### config.mk
export PLATFORM = sky130hd
export DESIGN_NAME = mul6_share_ctrl
export DESIGN_NICKNAME = d
export VERILOG_FILES = /design/src/rtl/mul6_share_ctrl.sv
export SDC_FILE = /design/constraint.sdc
export NUM_CORES = 1
export LEC_CHECK = 0
export ABC_AREA = 1
export CAP_MARGIN = 40
export CORE_MARGIN = 1
export CORE_UTILIZATION = 40
export DETAILED_ROUTE_END_ITERATION = 12
export RECOVER_POWER = 25
export SLEW_MARGIN = 20
export SYNTH_ARGS = -nofsm -noshare
export SYNTH_HDL_FRONTEND = slang
export SYNTH_SLANG_ARGS = --single-unit
### constraint.sdc
create_clock -name clk -period 9.6 [get_ports clk]
set_clock_uncertainty 0.1 [all_clocks]
set_input_delay 1.92 -clock clk [delete_from_list [all_inputs] [get_ports clk]]
set_output_delay 1.92 -clock clk [all_outputs]
set_load 0.005 [all_outputs]
### src/rtl/mul6_share_ctrl.sv
// Two-port round-robin front end for one shared 6x6 signed multiplier.
// Operands are registered so the multiplier's carry chain stays internal.
module s6bitmultiplier (
  output logic [11:0] product,
  input  logic [5:0]  a,
  input  logic [5:0]  b
);
  logic [11:0] ea;
  logic [11:0] pp;
  logic [11:0] acc;

  assign ea = {{6{a[5]}}, a};

  // Row 5 carries the sign weight of b, so it is subtracted.
  always_comb begin
    acc = '0;
    pp  = '0;
    for (int i = 0; i < 6; i++) begin
      pp = (ea & {12{b[i]}}) << i;
      if (i == 5) acc = acc - pp;
      else        acc = acc + pp;
    end
  end

  assign product = acc;
endmodule

module mul6_share_ctrl #(
  parameter int unsigned CALC_CYCLES = 1
) (
  input  logic        clk,
  input  logic        rst_n,
  input  logic        req0_valid,
  output logic        req0_ready,
  input  logic [5:0]  req0_a,
  input  logic [5:0]  req0_b,
  input  logic        req1_valid,
  output logic        req1_ready,
  input  logic [5:0]  req1_a,
  input  logic [5:0]  req1_b,
  output logic        resp_valid,
  input  logic        resp_ready,
  output logic        resp_id,
  output logic [11:0] product,
  output logic        busy
);
  typedef enum logic [1:0] {
    IDLE = 2'd0,
    CALC = 2'd1,
    RESP = 2'd2
  } state_t;

  localparam logic [3:0] CNT_INIT = 4'(CALC_CYCLES - 1);

  state_t      state_q;
  logic [5:0]  a_q;
  logic [5:0]  b_q;
  logic        id_q;
  logic        last_q;
  logic [3:0]  cnt_q;
  logic [11:0] mul_p;
  logic        grant;
  logic        hs;

  s6bitmultiplier u_mul (
    .product (mul_p),
    .a       (a_q),
    .b       (b_q)
  );

  always_comb begin
    grant = 1'b0;
    if (req0_valid && req1_valid) grant = ~last_q;
    else if (req1_valid)          grant = 1'b1;
  end

  assign req0_ready = (state_q == IDLE) & ~grant & req0_valid;
  assign req1_ready = (state_q == IDLE) &  grant & req1_valid;
  assign hs         = req0_ready | req1_ready;
  assign busy       = (state_q != IDLE);

  always_ff @(posedge clk or negedge rst_n) begin
    if (!rst_n) begin
      state_q    <= IDLE;
      a_q        <= '0;
      b_q        <= '0;
      id_q       <= 1'b0;
      last_q     <= 1'b1;
      cnt_q      <= '0;
      resp_valid <= 1'b0;
      resp_id    <= 1'b0;
      product    <= '0;
    end else begin
      unique case (state_q)
        IDLE: begin
          if (hs) begin
            a_q     <= grant ? req1_a : req0_a;
            b_q     <= grant ? req1_b : req0_b;
            id_q    <= grant;
            last_q  <= grant;
            cnt_q   <= CNT_INIT;
            state_q <= CALC;
          end
        end
        CALC: begin
          if (cnt_q == 4'd0) begin
            product    <= mul_p;
            resp_id    <= id_q;
            resp_valid <= 1'b1;
            state_q    <= RESP;
          end else begin
            cnt_q <= cnt_q - 4'd1;
          end
        end
        RESP: begin
          if (resp_ready) begin
            resp_valid <= 1'b0;
            state_q    <= IDLE;
          end
        end
        default: state_q <= IDLE;
      endcase
    end
  end
endmodule

==> results_dict.tcl, run 1 <==
set metrics [dict create \
    wirelength_mm 5.64 \
    start_util 0.416 \
    top_layer_used "met4" \
    grt_max_degree 35 \
    layout.nets 514 \
    fin_area_um2 3630 \
    cp.required_ps 7580 \
    routedWlPerCell_um 10.4 \
    cts_tree "yes" \
    cts_sinks 34 \
    die_h_um 89.1 \
    failed_checks "max-capacitance violations, max-slew violations" \
    clk-insertion-delay-late_ps 290 \
    syn_nets 469 \
    synth_edf_count 0 \
    post-route-min-period_ps 5860 \
    h-tree-depth 2 \
    synth_area_leaders "dfrtp_1, fa_1, nand2_1, inv_1, ha_1" \
    hp-class "flop to flop" \
    start_kind "primary input" \
    synth_ff_type "dfrtp_1" \
    synthCells 395 \
    critPathKind "primary input to primary output" \
    finalSetupViolCount 0 \
    timing.hold.ws_ps 375 \
    worst_pin_slew_ps 1770 \
    root_buffer "clkbuf_8" \
    rows 31 \
    syn_area_um2 3040 \
    cp-end-kind "primary output" \
    synth-warning-count 0 \
    antenna_cells 0 \
    ff_latch_area_um2 852 \
    dr.pass1.iters 4 \
    met1_length_mm 2.81 \
    netlist_top_cells_count "nand2_1, inv_1, dfrtp_1" \
    status "complete, but fails checks" \
    maxCapViolations 1 \
    worstPathMaxFanout 14 \
    cts-buffers-inserted 5 \
    synth_top_cell_by_area "dfrtp_1" \
    dr_wl_met3_um 226 \
    clk_pin_slew_ps 60 \
    slew_headroom -0.178 \
    hold_path_depth 2 \
    placed_area_um2 3560 \
    cts_setup_buffers 0 \
    die-area_um2 7940 \
    port_buffers 45 \
    post-route-period-util 0.611 \
    grt_pass1_wl_mm 10.1 \
    fmax_mhz 171 \
    drc_errors 0 \
    dp_hpwl_mm 4.75 \
    ys_types 35 \
    drt_first_iter_violations 88 \
    synth_seq_cells 34 \
    overflow 0 \
    place_congestion 0.763 \
    final_cells 540 \
    die_w_um 89.1 \
    nFillCells 775 \
    ys_seq_area_frac 0.281 \
    slew_violations 35 \
    core_region_area_um2 7290 \
    hold_buffers 0 \
    antenna_left 0 \
    rsz0062_at_grt "no" \
    avgSynthCellArea_um2 7.69 \
    crit_arrival_ps 3840 \
    grt_antenna_before_repair 0 \
    placedCellCount 532 \
    syn_to_final_growth_pct 19.7 \
    rr_worst_depth 15 \
    clockBufferDepth 2 \
    pin_count 46 \
    grt_pass1_vias 2332 \
    vias_per_cell 4.47 \
    totalNegativeSetupSlack_ps 0 \
    hold_viol_final 0 \
    synth_top_area_frac 0.272 \
    vias 2413 \
    route.met2.wl_mm 2.51 \
    ctsResizeCount 0 \
    yosys.cell_count.top_type "nand2_1" \
    multi_input_area_um2 1780 \
    final_layout_size_suffix_gt1_frac 0.0476 \
    grt_util_all_layers 0.163 \
    async_reset_ff_frac 1.00 \
]
==> critical path, stage by stage <==
cell and delay [ps]:
clkdlybuf4s50_1 470, nand2_1 50, nand2_1 350, inv_1 300, nor2_1 220, clkdlybuf4s50_1 530
==> logic make-up (layout without fill, tap and decap cells) <==
logic type,count (synthesis),in the layout,synth area share
compound gates,35,35,0.0791
xor+xnor,10,10,0.0288
fa+ha+maj,45,45,0.242
buf+inv,95,141,0.126
flops,34,34,0.281
simple gates,176,176,0.243
==> state kept, by name (all words and copies together) (netlist names) <==
register,cells
state_q,2
a_q,6
product,12
id_q,1
cnt_q,4
resp_valid,1
last_q,1
b_q,6
resp_id,1
==> per-layer routing <==
layer	track usage	up-vias
li1	-	1284
met2	0.269	52
met4	0.0462	0
met3	0.0314	8
met1	0.219	1069
met5	0	-
==> per-stage QoR <==
step / worst slack [ps] / utilization
floorplan: 5250 / -
global route: 3540 / 0.498
CTS: 3700 / 0.501
global placement: 3730 / 0.489
detailed placement: 3700 / 0.489
finish: 3740 / 0.498
==> final cells by class <==
class | count | area share
inverters | 87 | 0.0906
multi-input cells | 266 | 0.491
clock buffers | 8 | 0.0248
flip-flops and latches | 34 | 0.235
repair buffers | 46 | 0.125
well taps | 99 | 0.0341
==> placed cells by master (no fill, tap or decap), types with 2 or more instances in the layout <==
master / synthesis / routed
o21ai_0: 5 / 5
nor2_1: 27 / 27
a31oi_2: 6 / 6
nand3_1: 17 / 18
a31oi_1: 7 / 7
nand4_1: 2 / 2
fa_1: 23 / 23
nand2_1: 121 / 121
clkdlybuf4s50_1: 0 / 44
dfrtp_1: 33 / 33
inv_1: 83 / 84
a21o_1: 3 / 3
nor3_1: 1 / 2
o21ai_1: 2 / 2
xnor2_1: 8 / 8
xor2_1: 2 / 2
a21oi_1: 10 / 10
clkbuf_1: 3 / 3
inv_2: 3 / 2
ha_1: 22 / 22
clkbuf_8: 0 / 6
==> final timing paths <==
check                           startpoint     endpoint  slack [ps]
worst min register to register      last_q       last_q         380
max in group asynchronous            rst_n       b_q[1]        5840
worst min-delay path                last_q       last_q         380
min in group asynchronous            rst_n  product[11]        2520
worst max-delay path            req0_valid   req0_ready        3740
worst max register to register      b_q[0]  product[11]        5800
Power of run 1 is left out: the tool's default activity adds up to more than one toggle a clock period on the data nets, which glitch-free logic cannot reach.
==> inputs of run 2 (changes only) <==
==> constraint.sdc (replaced) <==
create_clock -name clk -period 6.01 [get_ports clk]
set_clock_uncertainty 0.1 [all_clocks]
set_input_delay 1.202 -clock clk [delete_from_list [all_inputs] [get_ports clk]]
set_output_delay 1.202 -clock clk [all_outputs]
set_load 0.005 [all_outputs]
==> run 2 against run 1 <==
Worst hold slack got worse by 1.7 ps. The flow still finishes with violations (max-capacitance violations, max-slew violations). Wire length increased by 0.14%. Sequential cell count unchanged.
==> results_dict.tcl, run 2 (synthesis results as in run 1) <==
set metrics [dict create \
    grt_util_all_layers 0.163 \
    failed_checks "max-capacitance violations, max-slew violations" \
    start_kind "primary input" \
    ctsResizeCount 0 \
    cts-buffers-inserted 5 \
    largest_reg_flops 12 \
    post-route-period-util 0.740 \
    dr.pass1.iters 4 \
    antenna_cells 0 \
    clk-insertion-delay-late_ps 280 \
    grt_pass1_vias 2373 \
    totalNegativeSetupSlack_ps 0 \
    slew_headroom -0.195 \
    routedWlPerCell_um 10.5 \
    die-area_um2 7940 \
    grt_antenna_before_repair 0 \
    rows 31 \
    clk_pin_slew_ps 70 \
    layout_common_cells "nand2_1, inv_1, clkdlybuf4s50_1" \
    layout.nets 514 \
    root_buffer "clkbuf_8" \
    crit_start "req0_valid" \
    reg2reg_from "b_q[0]" \
    pin_count 46 \
    dp_hpwl_mm 4.77 \
    core_region_area_um2 7290 \
    hold_buffers 0 \
    r2r_slack_ps 2210 \
    vias 2454 \
    cts_tree "yes" \
    largestRegisters "product (12), a_q (6), b_q (6)" \
    critPathKind "primary input to primary output" \
    cp-end-kind "primary output" \
    hp-class "flop to flop" \
    r2r-end "product[11]" \
    place_congestion 0.756 \
    status "complete, but fails checks" \
    drc_errors 0 \
    slew_violations 35 \
    final_common_cell "nand2_1" \
    antenna_left 0 \
    worstPathMaxFanout 14 \
    top_register "product" \
    syn_to_final_growth_pct 21.1 \
    clockBufferDepth 2 \
    wirelength_mm 5.64 \
    maxCapViolations 1 \
    final_layout_size_suffix_gt1_frac 0.0567 \
    cts_setup_buffers 0 \
    port_buffers 45 \
    finalSetupViolCount 0 \
    grt_pass1_wl_mm 10.3 \
    post-route-min-period_ps 4450 \
    setup.worst_path.end "req0_ready" \
    die_w_um 89.1 \
    h-tree-depth 2 \
    crit_arrival_ps 3140 \
    hold_viol_final 0 \
    grt_max_degree 35 \
    die_h_um 89.1 \
    worst_pin_slew_ps 1790 \
    start_util 0.416 \
    rsz0062_at_grt "no" \
    overflow 0 \
    cp.required_ps 4710 \
    rr_worst_depth 14 \
    vias_per_cell 4.54 \
    drt_first_iter_violations 88 \
    cts_sinks 34 \
    fmax_mhz 225 \
]
[run 2: worst min path at each step]
| stage | depth (start not counted) | from | endpoint |
|---|---|---|---|
| finish | 2 | last_q | last_q |
| global route | 2 | product[8] | product[8] |
| CTS | 2 | last_q | last_q |
| detailed placement | 2 | product[3] | product[3] |
| global placement | 2 | product[2] | product[2] |
| floorplan | 2 | last_q | last_q |
[run 2: final cells by class]
type,count,area (um2)
Fill cell,729,3620
Multi-Input combinational cell,266,1800
Sequential cell,34,852
Timing Repair Buffer,46,454
Inverter,87,329
Tap cell,99,124
Clock buffer,7,86.3
Clock inverter,1,30.0
[run 2: layer usage]
metal,global-route usage,up-vias,wire length [um]
met2,0.276,46,2650
met5,0,-,0
met1,0.223,1114,2760
li1,-,1288,-
met4,0.0245,0,45
met3,0.0305,6,187
[run 2: through the flow]
step	util	area [um2]	instances	setup slack, ps	hold WS (ps)
after global placement	0.489	3560	532	1600	359
after CTS	0.505	3680	540	1530	376
after floorplan	-	3040	395	2470	348
after global routing	0.504	3680	540	1330	394
after detailed placement	0.489	3560	532	1530	362
final	0.504	3680	540	1560	374
[run 2: worst max-delay path: stages]
cell and delay (ps):
clkdlybuf4s50_1 470, nand2_1 50, nand2_1 350, inv_1 310
nor2_1 230, clkdlybuf4s50_1 530
Power of run 2 is left out for the same reason.
